## config.mk

```make
export PLATFORM = sky130hd
export DESIGN_NAME = i_cache_line_adaptor_flat
export DESIGN_NICKNAME = d
export VERILOG_FILES = /design/src/rtl/i_cache_line_adaptor_pkg.sv /design/src/rtl/i_cache_line_adaptor_if.sv /design/src/rtl/i_cache_line_adaptor_line_assembler.sv /design/src/rtl/i_cache_line_adaptor.sv /design/src/flat_wrapper.sv
export SDC_FILE = /design/constraint.sdc
export NUM_CORES = 1
export LEC_CHECK = 0
export ABC_AREA = 1
export CORE_UTILIZATION = 40
export DETAILED_ROUTE_END_ITERATION = 8
export PLACE_DENSITY = 0.69
export SKIP_LAST_GASP = 1
export SLEW_MARGIN = 15
export SYNTH_ARGS = -nofsm -noshare
export SYNTH_HDL_FRONTEND = slang
export SYNTH_SLANG_ARGS = --single-unit
```

## constraint.sdc

```tcl
create_clock -name clk -period 3.8 [get_ports clk]
set_input_delay 0.76 -clock clk [delete_from_list [all_inputs] [get_ports clk]]
set_output_delay 0.76 -clock clk [all_outputs]
set_load 0.005 [all_outputs]
```

## src/rtl/i_cache_line_adaptor_pkg.sv

```systemverilog
// Shared types and sizing for the I-cache line-fill adaptor.
// Line geometry, beat counter width and FSM state encoding.
package cache_pkg;

    localparam int ADDR_W      = 32;
    localparam int LINE_W      = 256;
    localparam int BEAT_W      = 64;
    localparam int BEATS       = LINE_W / BEAT_W;
    localparam int OFFSET_BITS = 5;
    localparam int CNT_W       = $clog2(BEATS);

    typedef enum logic [1:0] {
        IDLE,
        BURST,
        DONE
    } adaptor_state_e;

    typedef logic [ADDR_W-1:0] addr_t;
    typedef logic [BEAT_W-1:0] beat_t;
    typedef logic [LINE_W-1:0] line_t;
    typedef logic [CNT_W-1:0]  cnt_t;

endpackage

```

## src/rtl/i_cache_line_adaptor_if.sv

```systemverilog
// Cache-side line request bus and memory-side burst read bus.
// master drives the request, slave returns the data.
interface cache_line_if;
    import cache_pkg::*;

    logic  line_read;
    addr_t line_addr;
    line_t line_rdata;
    logic  line_resp;

    modport master (
        output line_read,
        output line_addr,
        input  line_rdata,
        input  line_resp
    );

    modport slave (
        input  line_read,
        input  line_addr,
        output line_rdata,
        output line_resp
    );
endinterface

interface pmem_burst_if;
    import cache_pkg::*;

    logic  pmem_read;
    addr_t pmem_addr;
    beat_t pmem_rdata;
    logic  pmem_resp;

    modport master (
        output pmem_read,
        output pmem_addr,
        input  pmem_rdata,
        input  pmem_resp
    );

    modport slave (
        input  pmem_read,
        input  pmem_addr,
        output pmem_rdata,
        output pmem_resp
    );
endinterface

```

## src/rtl/i_cache_line_adaptor_line_assembler.sv

```systemverilog
// Collects in-order memory beats into one cache line.
// Data slices hold until overwritten; only the count is cleared.
module line_assembler
    import cache_pkg::*;
(
    input  logic  clk,
    input  logic  rst,
    input  logic  i_clear,
    input  logic  i_beat_valid,
    input  beat_t i_beat_data,
    output line_t o_line,
    output logic  o_last_beat
);

    cnt_t  r_cnt;
    line_t r_line;

    always_ff @(posedge clk or negedge rst) begin
        if (!rst) begin
            r_cnt  <= '0;
            r_line <= '0;
        end else begin
            if (i_clear) begin
                r_cnt <= '0;
            end else if (i_beat_valid) begin
                r_cnt <= r_cnt + 1'b1;
            end
            for (int k = 0; k < BEATS; k++) begin
                if (i_beat_valid && r_cnt == CNT_W'(k)) begin
                    r_line[k*BEAT_W +: BEAT_W] <= i_beat_data;
                end
            end
        end
    end

    assign o_line      = r_line;
    assign o_last_beat = (r_cnt == CNT_W'(BEATS - 1));

endmodule

```

## src/rtl/i_cache_line_adaptor.sv

```systemverilog
// Turns an I-cache line fill into a 4-beat memory read burst
// and returns the assembled line with a one-cycle completion pulse.
module i_cache_line_adaptor
    import cache_pkg::*;
(
    input  logic         clk,
    input  logic         rst,
    cache_line_if.slave  cache,
    pmem_burst_if.master pmem
);

    adaptor_state_e r_state;
    addr_t          r_addr;
    logic           r_pmem_read;
    logic           r_line_resp;

    logic  w_accept;
    logic  w_beat;
    logic  w_last;
    line_t w_line;

    assign w_accept = (r_state == IDLE) && cache.line_read;
    // Beats outside BURST never reach the assembler
    assign w_beat   = (r_state == BURST) && pmem.pmem_resp;

    line_assembler u_asm (
        .clk          (clk),
        .rst          (rst),
        .i_clear      (w_accept),
        .i_beat_valid (w_beat),
        .i_beat_data  (pmem.pmem_rdata),
        .o_line       (w_line),
        .o_last_beat  (w_last)
    );

    always_ff @(posedge clk or negedge rst) begin
        if (!rst) begin
            r_state     <= IDLE;
            r_addr      <= '0;
            r_pmem_read <= 1'b0;
            r_line_resp <= 1'b0;
        end else begin
            unique case (r_state)
                IDLE: begin
                    if (cache.line_read) begin
                        r_state     <= BURST;
                        r_addr      <= {cache.line_addr[ADDR_W-1:OFFSET_BITS],
                                        {OFFSET_BITS{1'b0}}};
                        r_pmem_read <= 1'b1;
                    end
                end
                BURST: begin
                    if (w_beat && w_last) begin
                        r_state     <= DONE;
                        r_pmem_read <= 1'b0;
                        r_line_resp <= 1'b1;
                    end
                end
                DONE: begin
                    r_state     <= IDLE;
                    r_line_resp <= 1'b0;
                end
                default: begin
                    r_state     <= IDLE;
                    r_pmem_read <= 1'b0;
                    r_line_resp <= 1'b0;
                end
            endcase
        end
    end

    assign pmem.pmem_read  = r_pmem_read;
    assign pmem.pmem_addr  = r_addr;
    assign cache.line_rdata = w_line;
    assign cache.line_resp  = r_line_resp;

endmodule

```

## src/flat_wrapper.sv

```systemverilog
// flat-port wrapper written by rule: the top's interface ports become plain ports
module i_cache_line_adaptor_flat import cache_pkg::*;
  (clk, rst, cache_line_read, cache_line_addr, cache_line_rdata, cache_line_resp, pmem_pmem_read, pmem_pmem_addr, pmem_pmem_rdata, pmem_pmem_resp);
  cache_line_if cache_i ();
  pmem_burst_if pmem_i ();
  input  logic clk;
  input  logic rst;
  input wire logic [$bits(cache_i.line_read)-1:0] cache_line_read;
  input wire logic [$bits(cache_i.line_addr)-1:0] cache_line_addr;
  output wire logic [$bits(cache_i.line_rdata)-1:0] cache_line_rdata;
  output wire logic [$bits(cache_i.line_resp)-1:0] cache_line_resp;
  output wire logic [$bits(pmem_i.pmem_read)-1:0] pmem_pmem_read;
  output wire logic [$bits(pmem_i.pmem_addr)-1:0] pmem_pmem_addr;
  input wire logic [$bits(pmem_i.pmem_rdata)-1:0] pmem_pmem_rdata;
  input wire logic [$bits(pmem_i.pmem_resp)-1:0] pmem_pmem_resp;
  assign cache_i.line_read = cache_line_read;
  assign cache_i.line_addr = cache_line_addr;
  assign cache_line_rdata = cache_i.line_rdata;
  assign cache_line_resp = cache_i.line_resp;
  assign pmem_pmem_read = pmem_i.pmem_read;
  assign pmem_pmem_addr = pmem_i.pmem_addr;
  assign pmem_i.pmem_rdata = pmem_pmem_rdata;
  assign pmem_i.pmem_resp = pmem_pmem_resp;
  i_cache_line_adaptor u_core (.clk(clk), .rst(rst), .cache(cache_i), .pmem(pmem_i));
endmodule
```

==> results.toml <==
[global_route]
gr-usage-all-layers_pct = 25.0
grt_pass1_vias = 10700
overflow = 0
antenna_found_initial = 0
grt_first_pass_wirelength_mm = 61.1
grt_max_degree = 260

[final_layout]
final_common_cell = "nand2_1"
antenna_cells = 0
syn2layout_area_growth_pct = 39.1
drive_gt1_share_pct = 4.55
most-common-layout-cells = "nand2_1, clkdlybuf4s50_1, dfrtp_1"
n_fill_cell = 2620
fin_area_mm2 = 0.0168
final_nets = 1708

[clock_tree]
clk_latency_ns = 0.55
post-cts-setup-buffers = 0
post_cts_resized = 0
hold_buffers = 0
clock_sinks = 289
h-tree-depth = 1
cts_buffer_depth = 3
cts.clk_slew.worst_paths_ns = 0.06
root_buffer = "clkbuf_16"
numCtsBuffers = 31
tritoncts = "built"

[critical_path]
rr_startpoint = "u_core.r_state[0]$_DFFE_PN0P_"
end_kind = "flop"
r2r_cells = 6
cp_common_cell = "nand2_1"
endpoint = "u_core.u_asm.o_line[39]$_DFFE_PN0P_"
path_class = "reg2reg"
worstPathBufferInverterCount = 2
r2r_slack_ns = 1.24
cp.arrival_ns = 2.98
crit_required_ns = 4.23
worstPathCellList = "inv_2, nor2_4, buf_12, nand3_4, nand2_1, nand2_1"
cp_top_family = "simple AND/OR/NAND/NOR gates"
critPathLaunch = "u_core.r_state[0]$_DFFE_PN0P_"
cp_num_cells = 6
max_stage_delay_ns = 0.88
worstSetupStartpointType = "flop"
cp_max_fo = 159
r2r_end = "u_core.u_asm.o_line[39]$_DFFE_PN0P_"
cp_slowest_cell = "nand3_4"

[place]
hpwl_mm = 23.0
io_buffers = 379
dp_slack_ns = 1.10
placedInstanceArea_mm2 = 0.0158
place.gp.congestion = 0.805

[pwr]
total_power_mw = 14.6
peakVddDrop_uv = 608
power.density_mw_per_mm2 = 869
leakagePower_nw = 8.12

[timing]
finClkSkew_ns = 0.0113
setup_viol = 0
finalCriticalPeriod_ns = 2.56
finalMaxSlewViolations = 0
rsz0062_at_grt = "no"
fmax_ghz = 0.391
setup_slack_ns = 1.24
fin_crit_sh_pct = 67.3
worst_slew_pin_slew_ns = 1.36
relSlewSlack_pct = 9.35
tns_ns = 0
finalHoldViolations = 0
worst_hold_slack_ns = 0.259

[floorplanning]
initial_utilization_pct = 40.7
top_level_ports = 390
die_h_um = 176
dieArea_mm2 = 0.0309
core_mm2 = 0.0296
dieWidth_um = 176
rows = 63

[synthesis]
syn_area_mm2 = 0.0121
yosysUniqueCellTypes = 19
yosys.area.top_type = "dfrtp_1"
syn-instance-count = 1295
synth_top_area_share_pct = 59.9
synthTopCellsByArea = "dfrtp_1, nand2_1, nand4_1, buf_2, buf_6"
ys_seq_area_share_pct = 59.9
ys_warn_count = 0
ys_seq_elements = 289
synth_area_per_cell_um2 = 9.32

[drt]
via_count = 10700
drt_iter0_markers = 1102
drtAntennaViolNets = 0
dr.pass1.iters = 4
routedWlPerCell_um = 19.2
route.detailed.drc = 0
wirelength_mm = 38.8
via_per_inst = 5.33

[run]
cap_violations = 0

[status]
outcome = "completed"

[worst_hold_path]
hp-class = "in2async"
flip-flops by register name, summed over array words and instances, names as in the netlist:
name and flops:
u_core.pmem.pmem_read 1, u_core.r_state 2, u_core.cache.line_resp 1, u_core.pmem.pmem_addr 27, u_core.u_asm.r_cnt 2, u_core.u_asm.o_line 256
worst min-delay path by stage:
stage,start,to,slack [ns],cells past startpoint
2_1_floorplan,rst,u_core.cache.line_resp$_DFFE_PN0P_,0.46,0
3_3_place_gp,u_core.u_asm.o_line[97]$_DFFE_PN0P_,u_core.u_asm.o_line[97]$_DFFE_PN0P_,0.45,2
3_5_place_dp,u_core.u_asm.o_line[141]$_DFFE_PN0P_,u_core.u_asm.o_line[141]$_DFFE_PN0P_,0.46,2
4_1_cts,rst,u_core.u_asm.o_line[69]$_DFFE_PN0P_,0.27,1
5_1_grt,rst,u_core.pmem.pmem_addr[22]$_DFFE_PN0P_,0.29,1
6_report,rst,u_core.u_asm.o_line[69]$_DFFE_PN0P_,0.26,1
per-stage QoR:
step	std cells	utilization [%]
after floorplan	1299	-
after global placement	1961	53.4
after detailed placement	1961	53.4
after CTS	2016	56.6
after global routing	2016	56.6
final	2016	56.6
layer usage:
layer	GRT usage (%)	share of wire [%]
met2	40.6	47
met1	32.7	41
met4	8.19	2.9
met3	6.30	8.7
met5	0	0
cells in the mapped netlist (all sizes together):
master	count
nor2	2
clkbuf	29
nand4	257
nand3	34
conb	1
inv	7
nand2	573
o21ai	1
buf	96
ha	4
dfrtp	289
a21oi	2
where the power goes:
group          switching (mW)  leakage [nW]  total (mW)  internal (mW)
sequential              0.817          3.63        5.33           4.51
clock                    1.20         0.469        2.85           1.65
combinational            3.20          4.03        6.41           3.21
cells by family after synthesis:
kind of cell / share of synthesized area (%)
other: 0.0311
adders and majority gates: 0.415
AOI/OAI and AO/OA: 0.124
and+or+nand+nor: 33.0
DFF: 59.9
buffers and inverters: 6.52
area by class of cell:
type                            count  area, µm²  share of cell area (%)
Sequential cell                   289       7230                    43.1
Multi-Input combinational cell    878       4100                    24.4
Timing Repair Buffer              397       3990                    23.7
Clock buffer                       50        927                    5.52
Tap cell                          390        488                    2.91
Clock inverter                      5       31.3                   0.186
Inverter                            7       26.3                   0.156
(Power assumes the default switching activity.)
